<file path="src/rtl/arb_pkg.sv">
// Shared definitions for the memory port arbiter.
//   arb_state_e    : arbiter FSM state encoding
//   STARVE_MAX_DEF : default number of back-to-back data grants while the
//                    instruction port waits
//   TIMEOUT_DEF    : default ack-wait limit, in cycles, for timeout builds
//   cnt_width()    : bits needed to hold a count from 0 up to a maximum
package arb_pkg;

  typedef enum logic [1:0] {
    IDLE    = 2'd0,
    GRANT_I = 2'd1,
    GRANT_D = 2'd2,
    DONE    = 2'd3
  } arb_state_e;

  localparam int STARVE_MAX_DEF = 3;
  localparam int TIMEOUT_DEF    = 15;

  function automatic int cnt_width(input int max_val);
    return (max_val < 1) ? 1 : $clog2(max_val + 1);
  endfunction

endpackage

</file>
<file path="src/rtl/mem_port_arbiter_if.sv">
// Bundle of every non-clock/reset signal of the memory port arbiter.
//   requester side : i_req_i/i_addr_i -> i_done_o/i_rdata_o/i_stall_o
//                    d_req_i/d_we_i/d_addr_i/d_wdata_i -> d_done_o/d_rdata_o/d_stall_o
//   memory side    : mem_req_o/mem_we_o/mem_addr_o/mem_wdata_o -> mem_ack_i/mem_rdata_i
//   status         : err_o
// Modports: slave is the arbiter itself, master is whatever drives it
// (pipeline stages plus the memory).
interface mem_port_arbiter_if #(
  parameter int DATA_W = 32
);
  logic              i_req_i;
  logic [DATA_W-1:0] i_addr_i;
  logic              i_done_o;
  logic [DATA_W-1:0] i_rdata_o;
  logic              d_req_i;
  logic              d_we_i;
  logic [DATA_W-1:0] d_addr_i;
  logic [DATA_W-1:0] d_wdata_i;
  logic              d_done_o;
  logic [DATA_W-1:0] d_rdata_o;
  logic              i_stall_o;
  logic              d_stall_o;
  logic              mem_req_o;
  logic              mem_we_o;
  logic [DATA_W-1:0] mem_addr_o;
  logic [DATA_W-1:0] mem_wdata_o;
  logic              mem_ack_i;
  logic [DATA_W-1:0] mem_rdata_i;
  logic              err_o;

  modport slave (
    input  i_req_i, i_addr_i, d_req_i, d_we_i, d_addr_i, d_wdata_i,
           mem_ack_i, mem_rdata_i,
    output i_done_o, i_rdata_o, d_done_o, d_rdata_o, i_stall_o, d_stall_o,
           mem_req_o, mem_we_o, mem_addr_o, mem_wdata_o, err_o
  );

  modport master (
    output i_req_i, i_addr_i, d_req_i, d_we_i, d_addr_i, d_wdata_i,
           mem_ack_i, mem_rdata_i,
    input  i_done_o, i_rdata_o, d_done_o, d_rdata_o, i_stall_o, d_stall_o,
           mem_req_o, mem_we_o, mem_addr_o, mem_wdata_o, err_o
  );
endinterface

</file>
<file path="src/rtl/arb_starve_counter.sv">
// Saturating count of data grants given while the instruction port waits.
//   clk_i, rst_i : clock, async active-low reset
//   inc          : count one more starved grant (holds at MAX)
//   clr          : clear to zero (wins over inc)
//   at_max       : count has reached MAX
//   cnt          : current count
module arb_starve_counter
  import arb_pkg::*;
#(
  parameter  int MAX = STARVE_MAX_DEF,
  localparam int CW  = cnt_width(MAX)
) (
  input  logic          clk_i,
  input  logic          rst_i,
  input  logic          inc,
  input  logic          clr,
  output logic          at_max,
  output logic [CW-1:0] cnt
);

  assign at_max = (cnt == CW'(MAX));

  always_ff @(posedge clk_i or negedge rst_i) begin
    if (!rst_i) begin
      cnt <= '0;
    end else if (clr) begin
      cnt <= '0;
    end else if (inc && !at_max) begin
      cnt <= cnt + 1'b1;
    end
  end

endmodule

</file>
<file path="src/rtl/mem_port_arbiter.sv">
// Arbitrates an instruction-fetch port and a data port onto one shared
// single-port memory. Data wins ties unless the instruction port has
// already been passed over STARVE_MAX times in a row.
//   clk_i, rst_i : clock, async active-low reset
//   bus          : mem_port_arbiter_if.slave (requesters, memory, err_o)
// Optional build macro ARB_TIMEOUT_EN: abandons a grant after TIMEOUT
// cycles without ack and sets the sticky err_o; otherwise err_o is 0 and
// a grant waits for ack forever.
//
// state   | meaning
// IDLE    | no access; pick next requester
// GRANT_I | instruction read on the memory bus, waiting for ack
// GRANT_D | data read/write on the memory bus, waiting for ack
// DONE    | one-cycle done pulse to the served port
module mem_port_arbiter
  import arb_pkg::*;
#(
  parameter int DATA_W     = 32,
  parameter int STARVE_MAX = STARVE_MAX_DEF,
  parameter int TIMEOUT    = TIMEOUT_DEF
) (
  input  logic                clk_i,
  input  logic                rst_i,
  mem_port_arbiter_if.slave   bus
);

  localparam int SCW = cnt_width(STARVE_MAX);

  arb_state_e        state_q, state_d;
  logic              sel_d_q;
  logic              we_q;
  logic [DATA_W-1:0] addr_q, wdata_q, i_rdata_q, d_rdata_q;
  logic              enter_i, enter_d, in_grant, timeout_hit;
  logic              at_max;
  logic [SCW-1:0]    starve_cnt;

  assign in_grant = (state_q == GRANT_I) || (state_q == GRANT_D);

  always_comb begin
    state_d = state_q;
    enter_i = 1'b0;
    enter_d = 1'b0;
    case (state_q)
      IDLE: begin
        if (bus.d_req_i && !(bus.i_req_i && at_max)) begin
          state_d = GRANT_D;
          enter_d = 1'b1;
        end else if (bus.i_req_i) begin
          state_d = GRANT_I;
          enter_i = 1'b1;
        end
      end
      GRANT_I, GRANT_D: begin
        if (bus.mem_ack_i) state_d = DONE;
        else if (timeout_hit) state_d = IDLE;
      end
      DONE:    state_d = IDLE;
      default: state_d = IDLE;
    endcase
  end

  always_ff @(posedge clk_i or negedge rst_i) begin
    if (!rst_i) begin
      state_q   <= IDLE;
      sel_d_q   <= 1'b0;
      we_q      <= 1'b0;
      addr_q    <= '0;
      wdata_q   <= '0;
      i_rdata_q <= '0;
      d_rdata_q <= '0;
    end else begin
      state_q <= state_d;
      // Requester inputs are sampled only here, so later changes cannot
      // disturb the access already on the memory bus.
      if (enter_i || enter_d) begin
        sel_d_q <= enter_d;
        we_q    <= enter_d && bus.d_we_i;
        addr_q  <= enter_d ? bus.d_addr_i : bus.i_addr_i;
        wdata_q <= enter_d ? bus.d_wdata_i : '0;
      end
      if (in_grant && bus.mem_ack_i) begin
        if (!sel_d_q) i_rdata_q <= bus.mem_rdata_i;
        else if (!we_q) d_rdata_q <= bus.mem_rdata_i;
      end
    end
  end

  arb_starve_counter #(.MAX(STARVE_MAX)) u_starve (
    .clk_i  (clk_i),
    .rst_i  (rst_i),
    .inc    (enter_d && bus.i_req_i),
    .clr    (enter_i),
    .at_max (at_max),
    .cnt    (starve_cnt)
  );

`ifdef ARB_TIMEOUT_EN
  localparam int WCW = cnt_width(TIMEOUT);
  logic [WCW-1:0] wait_q;
  logic           err_q;

  // Fires on the last of TIMEOUT ack-less grant cycles.
  assign timeout_hit = in_grant && !bus.mem_ack_i && (wait_q == WCW'(TIMEOUT - 1));
  assign bus.err_o   = err_q;

  always_ff @(posedge clk_i or negedge rst_i) begin
    if (!rst_i) begin
      wait_q <= '0;
      err_q  <= 1'b0;
    end else begin
      if (enter_i || enter_d) wait_q <= '0;
      else if (in_grant && !bus.mem_ack_i) wait_q <= wait_q + 1'b1;
      if (timeout_hit) err_q <= 1'b1;
    end
  end
`else
  logic unused_timeout;
  assign unused_timeout = ^TIMEOUT;
  assign timeout_hit    = 1'b0;
  assign bus.err_o      = 1'b0;
`endif

  assign bus.mem_req_o   = in_grant;
  assign bus.mem_we_o    = in_grant && we_q;
  assign bus.mem_addr_o  = in_grant ? addr_q : '0;
  assign bus.mem_wdata_o = in_grant ? wdata_q : '0;
  assign bus.i_done_o    = (state_q == DONE) && !sel_d_q;
  assign bus.d_done_o    = (state_q == DONE) && sel_d_q;
  assign bus.i_rdata_o   = i_rdata_q;
  assign bus.d_rdata_o   = d_rdata_q;
  assign bus.i_stall_o   = bus.i_req_i && !bus.i_done_o;
  assign bus.d_stall_o   = bus.d_req_i && !bus.d_done_o;

endmodule

</file>
<file path="src/flat_wrapper.sv">
// flat-port wrapper written by rule: the top's interface ports become plain ports
module mem_port_arbiter_flat import arb_pkg::*;
#(
  parameter int DATA_W     = 32,
  parameter int STARVE_MAX = STARVE_MAX_DEF,
  parameter int TIMEOUT    = TIMEOUT_DEF
)
  (clk_i, rst_i, bus_i_req_i, bus_i_addr_i, bus_d_req_i, bus_d_we_i, bus_d_addr_i, bus_d_wdata_i, bus_mem_ack_i, bus_mem_rdata_i, bus_i_done_o, bus_i_rdata_o, bus_d_done_o, bus_d_rdata_o, bus_i_stall_o, bus_d_stall_o, bus_mem_req_o, bus_mem_we_o, bus_mem_addr_o, bus_mem_wdata_o, bus_err_o);
  mem_port_arbiter_if #(.DATA_W(DATA_W)) bus_i ();
  input  logic clk_i;
  input  logic rst_i;
  input wire logic [$bits(bus_i.i_req_i)-1:0] bus_i_req_i;
  input wire logic [$bits(bus_i.i_addr_i)-1:0] bus_i_addr_i;
  input wire logic [$bits(bus_i.d_req_i)-1:0] bus_d_req_i;
  input wire logic [$bits(bus_i.d_we_i)-1:0] bus_d_we_i;
  input wire logic [$bits(bus_i.d_addr_i)-1:0] bus_d_addr_i;
  input wire logic [$bits(bus_i.d_wdata_i)-1:0] bus_d_wdata_i;
  input wire logic [$bits(bus_i.mem_ack_i)-1:0] bus_mem_ack_i;
  input wire logic [$bits(bus_i.mem_rdata_i)-1:0] bus_mem_rdata_i;
  output wire logic [$bits(bus_i.i_done_o)-1:0] bus_i_done_o;
  output wire logic [$bits(bus_i.i_rdata_o)-1:0] bus_i_rdata_o;
  output wire logic [$bits(bus_i.d_done_o)-1:0] bus_d_done_o;
  output wire logic [$bits(bus_i.d_rdata_o)-1:0] bus_d_rdata_o;
  output wire logic [$bits(bus_i.i_stall_o)-1:0] bus_i_stall_o;
  output wire logic [$bits(bus_i.d_stall_o)-1:0] bus_d_stall_o;
  output wire logic [$bits(bus_i.mem_req_o)-1:0] bus_mem_req_o;
  output wire logic [$bits(bus_i.mem_we_o)-1:0] bus_mem_we_o;
  output wire logic [$bits(bus_i.mem_addr_o)-1:0] bus_mem_addr_o;
  output wire logic [$bits(bus_i.mem_wdata_o)-1:0] bus_mem_wdata_o;
  output wire logic [$bits(bus_i.err_o)-1:0] bus_err_o;
  assign bus_i.i_req_i = bus_i_req_i;
  assign bus_i.i_addr_i = bus_i_addr_i;
  assign bus_i.d_req_i = bus_d_req_i;
  assign bus_i.d_we_i = bus_d_we_i;
  assign bus_i.d_addr_i = bus_d_addr_i;
  assign bus_i.d_wdata_i = bus_d_wdata_i;
  assign bus_i.mem_ack_i = bus_mem_ack_i;
  assign bus_i.mem_rdata_i = bus_mem_rdata_i;
  assign bus_i_done_o = bus_i.i_done_o;
  assign bus_i_rdata_o = bus_i.i_rdata_o;
  assign bus_d_done_o = bus_i.d_done_o;
  assign bus_d_rdata_o = bus_i.d_rdata_o;
  assign bus_i_stall_o = bus_i.i_stall_o;
  assign bus_d_stall_o = bus_i.d_stall_o;
  assign bus_mem_req_o = bus_i.mem_req_o;
  assign bus_mem_we_o = bus_i.mem_we_o;
  assign bus_mem_addr_o = bus_i.mem_addr_o;
  assign bus_mem_wdata_o = bus_i.mem_wdata_o;
  assign bus_err_o = bus_i.err_o;
  mem_port_arbiter #(.DATA_W(DATA_W), .STARVE_MAX(STARVE_MAX), .TIMEOUT(TIMEOUT)) u_core (.clk_i(clk_i), .rst_i(rst_i), .bus(bus_i));
endmodule
</file>
<file path="config.mk">
export PLATFORM = sky130hd
export DESIGN_NAME = mem_port_arbiter_flat
export DESIGN_NICKNAME = d
export VERILOG_FILES = /design/src/rtl/arb_pkg.sv /design/src/rtl/mem_port_arbiter_if.sv /design/src/rtl/arb_starve_counter.sv /design/src/rtl/mem_port_arbiter.sv /design/src/flat_wrapper.sv
export SDC_FILE = /design/constraint.sdc
export NUM_CORES = 1
export LEC_CHECK = 0
export ABC_CLOCK_PERIOD_IN_PS = 2200
export BUFFER_PORTS_ARGS = -buffer_cell sky130_fd_sc_hd__clkbuf_2
export CAP_MARGIN = 5
export CORE_ASPECT_RATIO = 0.75
export CORE_MARGIN = 2
export CORE_UTILIZATION = 29
export CTS_BUF_LIST = sky130_fd_sc_hd__clkbuf_8
export DETAILED_ROUTE_END_ITERATION = 7
export GPL_TIMING_DRIVEN = 0
export PLACE_DENSITY_LB_ADDON = 0.3
export SLEW_MARGIN = 25
export SYNTH_ARGS = -nofsm -noshare
export SYNTH_HDL_FRONTEND = slang
export SYNTH_HIERARCHICAL = 1
export SYNTH_SLANG_ARGS = --single-unit
</file>
<file path="constraint.sdc">
create_clock -name clk_i -period 2.2 [get_ports clk_i]
set_input_delay 0.22 -clock clk_i [delete_from_list [all_inputs] [get_ports clk_i]]
set_output_delay 0.22 -clock clk_i [all_outputs]
set_load 0.1 [all_outputs]
</file>
==> summary.md <==
| Metric | Value |
|---|---|
| Run status | `completed` |
| Yosys warning count | `6` |
| Initial cell density of the core | `29.9%` |
| Skew final | `roughly 0.015 ns` |
| I/O pin count | `269` |
| Post-DP Area | `0.00765 mm^2` |
| CP startpoint | `u_core/state_q[1]` |
| Simple logic cell fraction of the synthesized area | `10.9%` |
| Synthesized cell area | `0.00585 mm^2` |
| Crit. End Element | `primary output` |
| Worst-path clk slew | `roughly 0.080 ns` |
| Finished layout cell area | `0.00952 mm^2` |
| Row count | `44` |
| Total Wirelength | `around 19 mm` |
| Multi-input gate area | `0.00240 mm^2` |
| Compound-Gate Fraction of Synth Area | `around 14%` |
| Gpl congestion | `0.765` |
| H-tree depth | `4` |
| Drt initial violations | `226` |
| Drt drc | `0` |
| Wire per inst | `around 17 um` |
| Global route total overflow | `0` |
| Post-synth top area cell | `dfrtp_1` |
| Clk sink count | `roughly 130` |
| Top-area cell type share of the netlist area | `57.3%` |
| Via density | `about 4.6` |
| Xor-xnor portion of the synthesized cell area | `0%` |
| First-pass GRT wire length | `29.5 mm` |
| Sequential cell area | `0.00335 mm^2` |
| Startpoint types | `flop` |
| Hold Fails Final Rpt | `0` |
| Die Y | `127 um` |
| Syn nets | `638` |
| Area Growth Syn to Fin | `62.7%` |
| Synthesized instance count | `500` |
| Largest family of logic cells by synthesized area | `compound AO/OA/AOI/OAI gates` |
| Vias in the first global route | `5,520` |
| Critical Path AT | `between 1.5 and 2 ns` |
| Longest Clk Path Bufs | `2` |
| Crit Path Class | `flop to primary output` |
| IO buf count | `267` |
| 1st-pass router iterations | `4` |
| TritonCTS Buffers | `17` |
| Antenna diode count | `0` |
| Data required time of the worst path | `1.98 ns` |
| Final setup fails | `0` |
| DIE AREA | `between 0.02 and 0.025 mm^2` |
| DP HPWL | `between 10 and 15 mm` |
| Syn_area_per_cell | `11.7 um^2` |
| GRT Util Overall | `approximately 18%` |
| Crit Path Max Fanout | `10` |
| F_max | `roughly 0.48 GHz` |
| CTS tree | `done` |
| Vias post-DR | `~5,100` |
| Root Driver | `clkbuf_8` |
| Synth top area cells | `dfrtp_1, mux2_2, and2_1` |
| Least-Margin Pin Slew | `0.577 ns` |
| Mux share of post-synthesis cell area | `13.1%` |
| R2R Setup Slk | `0.17 ns` |
| Slew headroom | `between 60% and 70%` |
| Final min period | `2.10 ns` |
| Post-Synth Adder-Cell Area | `0.855%` |
| Seq cells post-synth | `~130` |
| Cell variety after synth | `28` |
| Final period util | `a little over nine tenths` |
| Final std cells w/o fill | `approximately 1,100` |
| Worst hold path type | `primary input to flop` |
| Sequential fraction of the synthesis area | `between 50% and 60%` |
| Final ANT Viol Nets | `0` |
| Hold_sp | `bus_mem_rdata_i[15]` |
| Die Wd | `168 um` |
| Initial antenna violation count | `0` |
| Largest net degree at the start of global routing | `76` |
| RR Startpoint | `u_core/u_starve/cnt[0]` |
| Core area | `0.0195 mm^2` |
| Placed Cells | `1,021` |
| Count of pins over their slew limit | `0` |
| Layout cell share with drive strength beyond 1 | `54.7%` |
| Max-Cap Viols | `0` |
| Filler cells | `1,743` |
| Nets | `982` |
| Clk_lat worst skew | `0.44 ns` |
-- final timing paths --
kind                       cells after the start                  endpoint
setup / recovery                               6       bus_mem_wdata_o[25]
hold reg to reg                                2         u_core/addr_q[20]
max in group asynchronous                      3          u_core/addr_q[3]
min in group asynchronous                      2  u_core/bus.i_rdata_o[30]
hold / removal                                 2  u_core/bus.d_rdata_o[15]
setup reg to reg                               6    u_core/u_starve/cnt[0]
-- logic make-up (layout without fill, tap and decap cells) --
kind of cell	Yosys count	in the layout
AO/OA/AOI/OAI	137	137
other	1	1
buffers and inverters	41	398
AND/OR/NAND/NOR	115	115
adder cells (fa/ha/maj)	4	4
multiplexers	68	68
flip-flops	134	134
-- synth_stat cells --
library cell,instances
and2_1,67
nor2_1,5
nor2b_4,1
buf_6,3
clkbuf_1,17
dfrtp_1,134
o21a_1,1
a21oi_1,34
conb_1,1
inv_1,2
a21o_1,1
nand4bb_1,1
mux2_2,65
mux2_4,1
nand4b_1,1
buf_4,2
nor2b_1,5
o21ai_0,65
buf_2,17
nand3b_1,1
nand2_1,33
o21ai_1,1
a21boi_4,1
nand2b_1,1
a21bo_2,1
ha_1,4
a22o_1,33
mux2i_1,2
-- area by class of cell --
cell class | count | area share (%)
clock inverter | 15 | 1.76
multi-input combinational | 325 | 25.3
sequential | 134 | 35.2
buffer | 38 | 2.71
inverter | 2 | 0.0788
tap | 253 | 3.32
timing repair buffer | 326 | 29.2
clock buffer | 17 | 2.46
-- flip-flops by register name, summed over array words and instances (netlist names) --
| name | count |
|---|---|
| u_core/bus.i_rdata_o | 32 |
| u_core/we_q | 1 |
| u_core/u_starve/cnt | 2 |
| u_core/sel_d_q | 1 |
| u_core/addr_q | 32 |
| u_core/wdata_q | 32 |
| u_core/bus.d_rdata_o | 32 |
| u_core/state_q | 2 |
-- worst max-delay path, cell delays in order (launching register included) --
cell	delay, ns
dfrtp_1	0.39
inv_2	0.09
ha_4	0.22
clkbuf_16	0.17
buf_8	0.15
and2_2	0.21
clkbuf_16	0.20
-- layout by cell type, fill, tap and decap left out, types with 3 or more instances in the layout --
cell type,synthesis,routed
mux2_2,65,65
buf_6,3,4
buf_8,0,3
clkbuf_8,0,21
a21oi_1,34,34
ha_1,4,3
clkbuf_16,0,38
clkbuf_1,17,10
inv_6,0,6
buf_2,17,17
clkbuf_4,0,11
a22o_1,33,33
nand2_1,33,33
and2_4,0,3
and2_2,0,62
o21ai_0,65,65
clkbuf_2,0,201
dlygate4sd3_1,0,56
dfrtp_1,134,134
buf_4,2,19
nor2_1,5,5
-- stage by stage --
step	setup WS, ns	utilization (%)	TNS [ns]	hold WS, ns
after detailed placement	-0.734	39.2	-23.19	0.243
after global placement	-1.47	39.0	-217.40	0.439
after floorplan	-0.0531	-	-1.85	-0.0756
final	0.104	48.7	0	0.0353
after global routing	-0.00168	48.7	-0.00281	0.00680
after CTS	0.0106	48.6	0	0.000222
-- routing by layer --
| layer | track usage (%) | vias up | wire, um |
|---|---|---|---|
| met5 | 0 | - | 0 |
| met4 | 5.52 | 0 | 320 |
| met3 | 4.80 | 22 | 1110 |
| met2 | 29.9 | 165 | 9000 |
| met1 | 21.9 | 2491 | 8120 |
| li1 | - | 2420 | - |
-- timing repair --
item	CTS	global route
pin swaps	1	0
gates resized for setup	161	23
setup buffers	1	1
hold buffers	55	1
setup endpoints to repair	65	52
endpoints found under the hold margin	121	1
Power is not shown: default switching activity piles up to over one toggle a cycle in this logic, so the estimate is an artifact.
